## src/rtl/watch_pkg.sv

```systemverilog
// Shared watch definitions: LCD command bytes, mode encoding and the
// frame sequencer state type.
package watch_pkg;

    localparam logic [7:0] LCD_CMD_LINE1 = 8'h80;
    localparam logic [7:0] LCD_CMD_LINE2 = 8'hC0;
    localparam logic [7:0] LCD_CMD_CLEAR = 8'h01;

    localparam logic [1:0] MODE_WATCH     = 2'd0;
    localparam logic [1:0] MODE_SET       = 2'd1;
    localparam logic [1:0] MODE_STOPWATCH = 2'd2;
    localparam logic [1:0] MODE_ALARM     = 2'd3;

    typedef enum logic [2:0] {
        ST_IDLE,
        ST_CMD,
        ST_FETCH,
        ST_SEND,
        ST_DONE,
        ST_GAP
    } seq_state_e;

endpackage

```

## src/rtl/lcd_frame_sequencer.sv

```systemverilog
// Sweeps the 32 LCD character cells of the selected mode into the LCD driver,
// framing each line with a DDRAM address command. Option: LCD_SEQ_CLEAR_ON_MODE_EN.
module lcd_frame_sequencer
    import watch_pkg::*;
#(
    parameter int NUM_MODES = 4,
    parameter int CHAR_LAT  = 1,
    parameter int FRAME_GAP = 1000
) (
    input  logic                         clk,
    input  logic                         rst,
    input  logic                         mode_next,
    input  logic [8*NUM_MODES-1:0]       char_bus,
    input  logic                         lcd_ready,
    output logic [4:0]                   index,
    output logic [$clog2(NUM_MODES)-1:0] mode,
    output logic                         lcd_valid,
    output logic                         lcd_rs,
    output logic [7:0]                   lcd_data,
    output logic                         frame_done
);

    localparam int MODE_W = $clog2(NUM_MODES);
    localparam logic [1:0]        LAT_LAST  = 2'(CHAR_LAT - 1);
    localparam logic [15:0]       GAP_LAST  = 16'(FRAME_GAP - 1);
    localparam logic [MODE_W-1:0] MODE_LAST = MODE_W'(NUM_MODES - 1);

`ifdef LCD_SEQ_CLEAR_ON_MODE_EN
    localparam bit CLEAR_EN = 1'b1;
`else
    localparam bit CLEAR_EN = 1'b0;
`endif

    seq_state_e  state;
    seq_state_e  state_nxt;
    logic [1:0]  lat_cnt;
    logic [15:0] gap_cnt;
    logic [7:0]  char_q;
    logic        pending;
    logic        clear_q;
    logic        xfer;

    assign xfer = lcd_valid && lcd_ready;

    // NOTE: every register here uses <= so all updates see pre-edge values;
    // blocking assignments would make the result depend on statement order.
    always_ff @(posedge clk) begin
        if (rst) begin
            state   <= ST_IDLE;
            index   <= '0;
            mode    <= '0;
            lat_cnt <= '0;
            gap_cnt <= '0;
            char_q  <= '0;
            pending <= 1'b0;
            clear_q <= 1'b0;
        end else begin
            state <= state_nxt;
            // A pulse landing in DONE itself survives into the next frame.
            pending <= (state == ST_DONE) ? mode_next : (pending | mode_next);
            case (state)
                ST_CMD: begin
                    if (xfer) clear_q <= 1'b0;
                end
                ST_FETCH: begin
                    if (lat_cnt == LAT_LAST) begin
                        lat_cnt <= '0;
                        char_q  <= char_bus[{mode, 3'b000} +: 8];
                    end else begin
                        lat_cnt <= lat_cnt + 2'd1;
                    end
                end
                ST_SEND: begin
                    if (xfer && index != 5'd31) index <= index + 5'd1;
                end
                ST_DONE: begin
                    index   <= '0;
                    gap_cnt <= '0;
                    if (pending) begin
                        mode    <= (mode == MODE_LAST) ? '0 : mode + 1'b1;
                        clear_q <= CLEAR_EN;
                    end
                end
                ST_GAP: begin
                    gap_cnt <= gap_cnt + 16'd1;
                end
                default: ;
            endcase
        end
    end

    // NOTE: every output gets a default before the case so no path leaves a
    // signal unassigned, which would otherwise infer a latch.
    always_comb begin
        state_nxt  = state;
        lcd_valid  = 1'b0;
        lcd_rs     = 1'b0;
        lcd_data   = 8'h00;
        frame_done = 1'b0;
        case (state)
            ST_IDLE: state_nxt = ST_CMD;
            ST_CMD: begin
                lcd_valid = 1'b1;
                if (clear_q)       lcd_data = LCD_CMD_CLEAR;
                else if (index[4]) lcd_data = LCD_CMD_LINE2;
                else               lcd_data = LCD_CMD_LINE1;
                // The clear command is followed by the line-1 address in CMD.
                if (lcd_ready && !clear_q) state_nxt = ST_FETCH;
            end
            ST_FETCH: begin
                if (lat_cnt == LAT_LAST) state_nxt = ST_SEND;
            end
            ST_SEND: begin
                lcd_valid = 1'b1;
                lcd_rs    = 1'b1;
                lcd_data  = char_q;
                if (lcd_ready) begin
                    if (index == 5'd31)      state_nxt = ST_DONE;
                    else if (index == 5'd15) state_nxt = ST_CMD;
                    else                     state_nxt = ST_FETCH;
                end
            end
            ST_DONE: begin
                frame_done = 1'b1;
                state_nxt  = (FRAME_GAP == 0) ? ST_CMD : ST_GAP;
            end
            ST_GAP: begin
                if (gap_cnt == GAP_LAST) state_nxt = ST_CMD;
            end
            default: state_nxt = ST_IDLE;
        endcase
    end

endmodule

```

## config.mk

```make
export PLATFORM = sky130hd
export DESIGN_NAME = lcd_frame_sequencer
export DESIGN_NICKNAME = d
export VERILOG_FILES = /design/src/rtl/watch_pkg.sv /design/src/rtl/lcd_frame_sequencer.sv
export SDC_FILE = /design/constraint.sdc
export NUM_CORES = 1
export LEC_CHECK = 0
export ABC_AREA = 0
export CORE_ASPECT_RATIO = 0.9
export CORE_MARGIN = 2
export CORE_UTILIZATION = 45
export CTS_BUF_LIST = sky130_fd_sc_hd__clkbuf_8
export DETAILED_ROUTE_END_ITERATION = 10
export PLACE_DENSITY = 0.83
export SLEW_MARGIN = 20
export SYNTH_ARGS = -nofsm -noshare
export SYNTH_HDL_FRONTEND = slang
export SYNTH_SLANG_ARGS = --single-unit
```

## constraint.sdc

```tcl
create_clock -name clk -period 1.8 [get_ports clk]
set_input_delay 0.36 -clock clk [delete_from_list [all_inputs] [get_ports clk]]
set_output_delay 0.36 -clock clk [all_outputs]
set_load 0.01 [all_outputs]
```

==> impl_metrics.env <==
export IMPL_status="complete, no violations"
export IMPL_die_h_um=68.18
export IMPL_ys_ff_latch=37
export IMPL_grt_max_degree=16
export IMPL_vias_per_cell=5.551
export IMPL_root_buffer="clkbuf_8"
export IMPL_end_kind="flop"
export IMPL_rows=23
export IMPL_fmaxAchievable_mhz=573.9
export IMPL_slowest_delay_ns=0.36
export IMPL_yosysMostFrequentCell="dfxtp_1"
export IMPL_clk_latency_ns=0.29
export IMPL_grt_pass1_wl_um=8390
export IMPL_drt_iter0_drc=85
export IMPL_post_dp_hpwl_um=4134
export IMPL_finalNonFillerCells=354
export IMPL_postSynth_asyncResetShare_pct=0
export IMPL_fin_crit_ns=1.743
export IMPL_initial_utilization_pct=46.47
export IMPL_drt_pass1_iter_count=4
export IMPL_finalHoldViolCount=0
export IMPL_p_per_area_nw_per_um2=589.8
export IMPL_relSlewSlack_pct=60.90
export IMPL_grt_ovfl_total=0
export IMPL_cp_buffers_inverters=0
export IMPL_syn_nets=271
export IMPL_cts_sinks=37
export IMPL_yosys_most_used_dff="dfxtp_1"
export IMPL_wirelength_um=5530
export IMPL_ir_worst_vdd_v=0.0004385
export IMPL_synth_largest_area_cell="dfxtp_1"
export IMPL_maxSlewViolCount=0
export IMPL_fin_nets=334
export IMPL_clk_pin_slew_ns=0.07
export IMPL_cp_start_kind="flop"
export IMPL_worstPathCellList="ha_1 -> and3_1 -> ha_1 -> and3b_2 -> mux2_2 -> nor2_1"
export IMPL_coreArea_um2=4432
export IMPL_crit_path_frequent_cell="ha_1"
export IMPL_synthTopCellsByCount="37 x dfxtp_1, 31 x nor2_1, 20 x a21oi_1, 12 x nand2_1"
export IMPL_antenna_cells=0
export IMPL_slowest_stage="dfxtp_4"
export IMPL_synthCells=228
export IMPL_ys_top_cells_by_area="dfxtp_1 36%, mux4_2 8.7%, nor2_1 5.7%, a21oi_1 4.9%, ha_1 4.3%"
export IMPL_antenna_found_initial=0
export IMPL_fin_worst_skew_ns=0.005608
export IMPL_postCtsSetupBuffers=0
export IMPL_yosysWarningCount=0
export IMPL_finalCritPeriodShare_pct=96.81
export IMPL_place_gp_congestion=0.8186
export IMPL_port_buffers=53
export IMPL_synth_area_um2=2059
export IMPL_required_ns=2.04
export IMPL_synth_top_area_share_pct=35.97
export IMPL_critPathTopFamily="simple AND/OR/NAND/NOR gates"
export IMPL_arrival_ns=1.98
export IMPL_multi_input_area_um2=1242
export IMPL_avgSynthCellArea_um2=9.033
export IMPL_layout_area_seq_um2=748.2
export IMPL_areaGrowthSynthToFinish_pct=38.15
export IMPL_drive_gt1_share_pct=16.78
export IMPL_worstMarginPinSlew_ns=0.5853
export IMPL_ant_nets=0
export IMPL_cts_tree="yes"
export IMPL_crit_type="flop to flop"
export IMPL_nFillCells=396
export IMPL_grt_pass1_vias=1813
export IMPL_synth_edf_count=0
export IMPL_cp_max_fo=4
export IMPL_finalSetupViolations=0
export IMPL_grt_total_usage_pct=21.60
export IMPL_placed_cells=346
export IMPL_seq_area_frac_synth_pct=35.97
export IMPL_maxCapViolations=0
export IMPL_wl_per_cell_um=15.62
export IMPL_hold_buffers=0
export IMPL_htree_levels=2
export IMPL_hp_class="flop to flop"
export IMPL_leakage_nw=1.069
export IMPL_chipWidth_um=75.31
export IMPL_cts_buffer_depth=2
export IMPL_vias=1965
export IMPL_rsz0062_at_grt="false"
export IMPL_fin_tns_setup_ns=0
export IMPL_cts_buffers=5
export IMPL_io_pins=54
export IMPL_dieArea_um2=5135
export IMPL_drcViolationCount=0
export IMPL_synth_cell_type_count=49
repair_timing:
action | 4_1_cts | 5_1_grt
gates resized for setup | 14 | 16
endpoints found under the setup margin | 13 | 11
pin swaps | 0 | 0
per-layer routing:
layer | global-route usage, % | part of all wire [%] | vias up
li1 | - | - | 960
met1 | 28.51 | 44 | 940
met2 | 34.24 | 51 | 56
met3 | 4.860 | 4.1 | 9
met4 | 8.553 | 1.4 | 0
met5 | 0 | 0 | -
per-stage QoR:
step           instance area [um2]  hold WS [ns]  setup slack (ns)  util [%]  power [W]
2_1_floorplan                 2059        0.4475            0.1041         -  0.0009332
3_3_place_gp                  2740        0.4707           0.09992     61.83   0.001047
3_5_place_dp                  2740        0.4868           0.02984     61.83   0.001053
4_1_cts                       2831        0.5052          0.001728     63.89   0.001687
5_1_grt                       2845        0.5389          0.001220     64.20   0.001733
6_report                      2845        0.5075           0.05740     64.20   0.001678
logic make-up after synthesis:
| logic type | share of synthesized area, % |
|---|---|
| and+or+nand+nor | 27.28 |
| AOI/OAI and AO/OA | 11.73 |
| DFF | 35.97 |
| buffers and inverters | 4.192 |
| muxes | 13.18 |
| xor gates and xnor gates | 3.402 |
| adders and majority gates | 4.253 |
placed cells by master (no fill, tap or decap), types with 4 or more instances in the layout:
cell type and n:
and2_1 7, buf_4 15, nand2_1 12, mux4_2 8, nand4_1 7, a21oi_1 18, clkdlybuf4s15_1 6, o21ai_0 8
and3_1 4, mux2i_1 8, ha_1 7, dfxtp_1 33, clkbuf_8 7, nor2_1 31, inv_1 7, nand3_1 5
clkdlybuf4s50_1 42, xnor2_1 5
report_power, final:
group	switching [W]	internal, W
sequential	0.00000605	0.000828
combinational	0.0000761	0.000122
clock	0.000299	0.000346
total	0.000381	0.00130
flip-flops by register name (all words and copies together) (netlist names):
| signal | flops |
|---|---|
| index | 5 |
| mode | 2 |
| lat_cnt | 2 |
| char_q | 8 |
| state | 3 |
| pending | 1 |
| gap_cnt | 16 |
worst paths after layout:
check	startpoint	to	slack, ns	depth (start not counted)
max	index[0]$_SDFFE_PP0P_	index[4]$_SDFFE_PP0P_	0.06	6
min	gap_cnt[15]$_SDFFE_PP0P_	gap_cnt[15]$_SDFFE_PP0P_	0.51	2
max reg2reg	index[0]$_SDFFE_PP0P_	index[4]$_SDFFE_PP0P_	0.06	6
min reg2reg	gap_cnt[15]$_SDFFE_PP0P_	gap_cnt[15]$_SDFFE_PP0P_	0.51	2
worst register-to-register path, cell delays in order (launching register included):
cell     delay [ns]
dfxtp_4        0.36
ha_1           0.20
and3_1         0.21
ha_1           0.19
and3b_2        0.28
mux2_2         0.35
nor2_1         0.09
final cells by class:
cell class / instances / share of cell area (%)
multi-input combinational: 171 / 43.67
sequential: 37 / 26.30
inverter: 7 / 0.9235
clock buffer: 7 / 3.386
clock inverter: 1 / 0.1759
timing repair buffer: 69 / 22.82
tap: 62 / 2.726
(Power assumes the default switching activity.)
